$ cat src/rtl/reg_operand_fetch.sv
// Register-file operand fetch for the MIPS GPP: takes decoded (rs, rt, rd) requests,
// reads both source registers with same-cycle writeback bypass, and owns the write port.
module reg_operand_fetch #(
  parameter int D_WIDTH  = 32,
  parameter int RA_WIDTH = 5
) (
  input  logic                Clk,
  input  logic                Rst,
  input  logic                in_valid,
  output logic                in_ready,
  input  logic [RA_WIDTH-1:0] in_rs,
  input  logic [RA_WIDTH-1:0] in_rt,
  input  logic [RA_WIDTH-1:0] in_rd,
  input  logic                in_use_rs,
  input  logic                in_use_rt,
  output logic                out_valid,
  input  logic                out_ready,
  output logic [D_WIDTH-1:0]  out_op_a,
  output logic [D_WIDTH-1:0]  out_op_b,
  output logic [RA_WIDTH-1:0] out_rd,
  input  logic                wb_valid,
  input  logic [RA_WIDTH-1:0] wb_addr,
  input  logic [D_WIDTH-1:0]  wb_data,
  output logic [RA_WIDTH-1:0] R1_Addr,
  output logic [RA_WIDTH-1:0] R2_Addr,
  output logic                R1_en,
  output logic                R2_en,
  input  logic [D_WIDTH-1:0]  R1_Data,
  input  logic [D_WIDTH-1:0]  R2_Data,
  output logic [RA_WIDTH-1:0] W_Addr,
  output logic [D_WIDTH-1:0]  W_Data,
  output logic                W_en
);

  typedef enum logic [1:0] {IDLE, READ, HOLD} state_t;

  state_t state_reg, state_next;

  // Index 0 is source A (port 1), index 1 is source B (port 2).
  logic [1:0][RA_WIDTH-1:0] addr_reg, addr_next;
  logic [1:0]               en_reg, en_next;
  logic [1:0][D_WIDTH-1:0]  op_reg, op_next;
  logic [RA_WIDTH-1:0]      rd_reg, rd_next;

  logic [1:0][D_WIDTH-1:0]  rdata;
  logic [1:0][D_WIDTH-1:0]  op_sel;

  assign rdata[0] = R1_Data;
  assign rdata[1] = R2_Data;

  // The read enable doubles as the "operand used" flag while in READ.
  genvar gi;
  generate
    for (gi = 0; gi < 2; gi++) begin : g_src
      assign op_sel[gi] = (!en_reg[gi] || addr_reg[gi] == '0)             ? '0 :
                          (wb_valid && wb_addr == addr_reg[gi])           ? wb_data :
                                                                            rdata[gi];
    end
  endgenerate

  always_comb begin
    state_next = state_reg;
    addr_next  = addr_reg;
    en_next    = en_reg;
    op_next    = op_reg;
    rd_next    = rd_reg;
    case (state_reg)
      IDLE: begin
        if (in_valid) begin
          addr_next  = {in_rt, in_rs};
          en_next    = {in_use_rt, in_use_rs};
          rd_next    = in_rd;
          state_next = READ;
        end
      end
      READ: begin
        op_next    = op_sel;
        en_next    = '0;
        state_next = HOLD;
      end
      HOLD: begin
        if (out_ready) state_next = IDLE;
      end
      default: state_next = IDLE;
    endcase
  end

  always_ff @(posedge Clk) begin
    if (Rst) begin
      state_reg <= IDLE;
      addr_reg  <= '0;
      en_reg    <= '0;
      op_reg    <= '0;
      rd_reg    <= '0;
    end else begin
      state_reg <= state_next;
      addr_reg  <= addr_next;
      en_reg    <= en_next;
      op_reg    <= op_next;
      rd_reg    <= rd_next;
    end
  end

  assign in_ready  = (state_reg == IDLE) && !Rst;
  assign out_valid = (state_reg == HOLD);
  assign out_op_a  = op_reg[0];
  assign out_op_b  = op_reg[1];
  assign out_rd    = rd_reg;
  assign R1_Addr   = addr_reg[0];
  assign R2_Addr   = addr_reg[1];
  assign R1_en     = en_reg[0];
  assign R2_en     = en_reg[1];

  // $0 is hardwired to zero, so writes to it never reach the register file.
  assign W_Addr = wb_addr;
  assign W_Data = wb_data;
  assign W_en   = wb_valid && (wb_addr != '0) && !Rst;

endmodule

$ cat config.mk
export PLATFORM = sky130hd
export DESIGN_NAME = reg_operand_fetch
export DESIGN_NICKNAME = d
export VERILOG_FILES = /design/src/rtl/reg_operand_fetch.sv
export SDC_FILE = /design/constraint.sdc
export NUM_CORES = 1
export LEC_CHECK = 0
export CAP_MARGIN = 20
export CORE_ASPECT_RATIO = 1.75
export CORE_MARGIN = 2
export CORE_UTILIZATION = 35
export CTS_CLUSTER_DIAMETER = 80
export DETAILED_ROUTE_END_ITERATION = 10
export PLACE_DENSITY = 0.83
export SLEW_MARGIN = 30
export SYNTH_ARGS = -nofsm -noshare
export SYNTH_HDL_FRONTEND = slang
export SYNTH_SLANG_ARGS = --single-unit
$ cat constraint.sdc
create_clock -name Clk -period 2.8 [get_ports Clk]
set_input_delay 0.56 -clock Clk [delete_from_list [all_inputs] [get_ports Clk]]
set_output_delay 0.56 -clock Clk [all_outputs]
set_load 0.005 [all_outputs]
==> run metrics <==
routability congestion estimate from global placement 0.885; proportion of power drawn by combinational gates 18.0%; share of total power in the clock network 38.6%; unrepaired setup endpoints after global routing no; fraction of registers with async set or reset after synthesis 0%; Worst Hold Depth 2; leakage power 2.42 nW; Core Area 11,600 um2; number of rows in the core area 52; worst hold start out_rd[2]; iteration-0 DRC count of the detailed router 199; Reg2Reg Setup Slack 1050 ps; max_cap viols 0; Initial DRT Pass Iterations 5; mean routed wirelength per cell 18.3 um; clock buffers created by TritonCTS 9; die boundary height 149 um; Sw Pwr 0.710 mW; post-detailed-route via-to-cell ratio 5.45; FF-to-FF End out_op_a[17]; count of H-tree levels built during CTS 3; path category of the worst min-delay check flop to flop; Worst Setup Start Kind input port; largest net degree at the start of global routing 65; pwr dens 418 nW/um2; Worst Setup Path Type input port to primary output; syn nets 633; count of warnings emitted by yosys 0; Fin Clk Skew 10.1 ps; worst reg2reg path depth 5; switching part of the total 25.1%; clk root buf clkbuf_16; Sequential Power Share 43.4%; total via count in the routed design 4,583; count of flip-flops with a built-in enable after synthesis 0; post-route design area 6770 um2; Clock Sinks 83; placed wire-length estimate after detailed placement 11,400 um; Antenna Nets Post-Route 0; final wirelength 15,400 um; data arrival time of the worst path 2090 ps; global-route congestion overflow total 0; critical path peak fanout 2; post-placement cell area 6490 um2; filler-free cell count of the finished design 841; internal power consumption 2.12 mW; CTS tree yes; global-route wire length before repair 23,700 um; Mapped Area 4180 um2; die width 86.6 um; Overall Global Routing Usage 23.4%; number of top-level pins 244; average cell area after synthesis 8.19 um2; sequential element share of the synthesized area 39.8%; final number of max-transition violations 0; number of buffers added on ports 243; reg-to-reg critical path startpoint state_reg[0]; final hold vios 0; via count of the first global-routing pass 4,634; Residual DRC 0; antenna violations before repair 0; floorplan die area 12,900 um2; Clock Latency Late Sink 330 ps; Final Net Count 824; share of cells above drive strength 1 9.77%; worst vdd ir 0.307 mV; sum of negative setup slack 0 ps; share of the cycle needed by the critical path after routing 94.6%; Worst Max-Slew Pin Slew 603 ps; tightest hold margin 461 ps; shortest period the worst path allows 2650 ps; Fmax 0.377 GHz; largest buffer count on any clock path 2; instance count of the mapped netlist 510; commonest non-fill, non-tap cells in the layout 242 x clkdlybuf4s50_1, 159 x nand2_1, 83 x dfxtp_1; leading cell type in the layout, fill and taps excluded clkdlybuf4s50_1; sort of element at the end of the critical path primary output; clock transition time at the flip-flop clock pins of the worst setup and hold paths 60 ps; Endpoint, Worst Hold out_rd[2]; prevailing post-synth register cell dfxtp_1; required time of the worst setup path 2240 ps; total placed cells including tap cells 825; count of endpoints failing setup in the final report 0; Initial Utilization 36.1%; antenna diode count 0; Synth cell types 27; register bit count reported by yosys 83; tightest slew margin relative to the limit 59.8%; Layout area overhead 62.0%; outcome finished clean
==> layout make-up <==
type / instances / area, um2
fillers: 1000 / 4810
inverters: 5 / 18.8
clock inverters: 4 / 26.3
repair buffers: 263 / 2620
multi-input cells: 339 / 2020
clock buffers: 12 / 246
well taps: 135 / 169
flip-flops and latches: 83 / 1660
==> cells in the mapped netlist, types with 2 or more instances <==
master       n  share of area (%)
nand2_1    159                 14
dfxtp_1     83                 40
nand4_1     64                9.6
buf_4       37                6.7
o211ai_1    36                6.5
clkbuf_1    32                2.9
o211ai_2    28                8.4
a21oi_1     17                2.0
xor2_1       8                1.7
buf_2        7               0.84
buf_6        6                1.6
nor2_1       6               0.54
inv_1        5               0.45
and2_1       3               0.45
a2111oi_4    2                1.3
a22oi_1      2               0.36
and2_0       2               0.30
nor4_1       2               0.30
nor4_2       2               0.60
xnor2_1      2               0.42
==> metal layers <==
layer  GRT usage (%)  vias to the layer above  part of all wire, %
li1                -                     2149                    -
met1            26.1                     2159                   36
met2            41.5                      229                   53
met3            5.11                       46                  6.5
met4            11.1                        0                  4.0
met5               0                        -                    0
==> metrics by stage <==
step           util [%]  setup slack, ps  power, mW
2_1_floorplan         -              923       1.43
3_3_place_gp       56.1             54.6       1.75
3_5_place_dp       56.1             46.1       1.76
4_1_cts            58.4             47.4       2.86
5_1_grt            58.4             57.5       2.93
6_report           58.4              151       2.83
==> how the worst max path moves through the flow <==
stage,startpoint,endpoint,cells after the start
after global placement,wb_addr[4],W_en,5
after floorplan,wb_addr[0],out_op_a[13],6
final,wb_addr[2],W_en,5
after detailed placement,wb_addr[4],W_en,5
after global routing,wb_addr[3],W_en,5
after CTS,wb_addr[4],W_en,5
==> worst max-delay path: stages <==
cell,delay [ps]
clkdlybuf4s50_1,410
or4_1,510
nor2_1,100
nor3b_1,50
clkdlybuf4s50_1,460
==> power groups by stage <==
| stage | combinational (mW) | sequential (mW) | clock, mW |
|---|---|---|---|
| 2_1_floorplan | 0.177 | 1.25 | 0 |
| 3_3_place_gp | 0.497 | 1.25 | 0 |
| 3_5_place_dp | 0.505 | 1.25 | 0 |
| 4_1_cts | 0.508 | 1.23 | 1.12 |
| 5_1_grt | 0.539 | 1.23 | 1.17 |
| 6_report | 0.508 | 1.23 | 1.09 |
==> cells by family after synthesis <==
group | share of synthesized area [%]
and+or+nand+nor | 26.9
xor gates and xnor gates | 2.10
DFF | 39.8
buffers and inverters | 12.5
AOI/OAI and AO/OA | 18.7
==> timing repair <==
item | in CTS | in global routing
buffers inserted | 0 | 0
resized for setup | 0 | 1
hold buffers | 0 | 0
endpoints found under the setup margin | 0 | 1
Note: power is estimated with default switching activity, not from simulation.
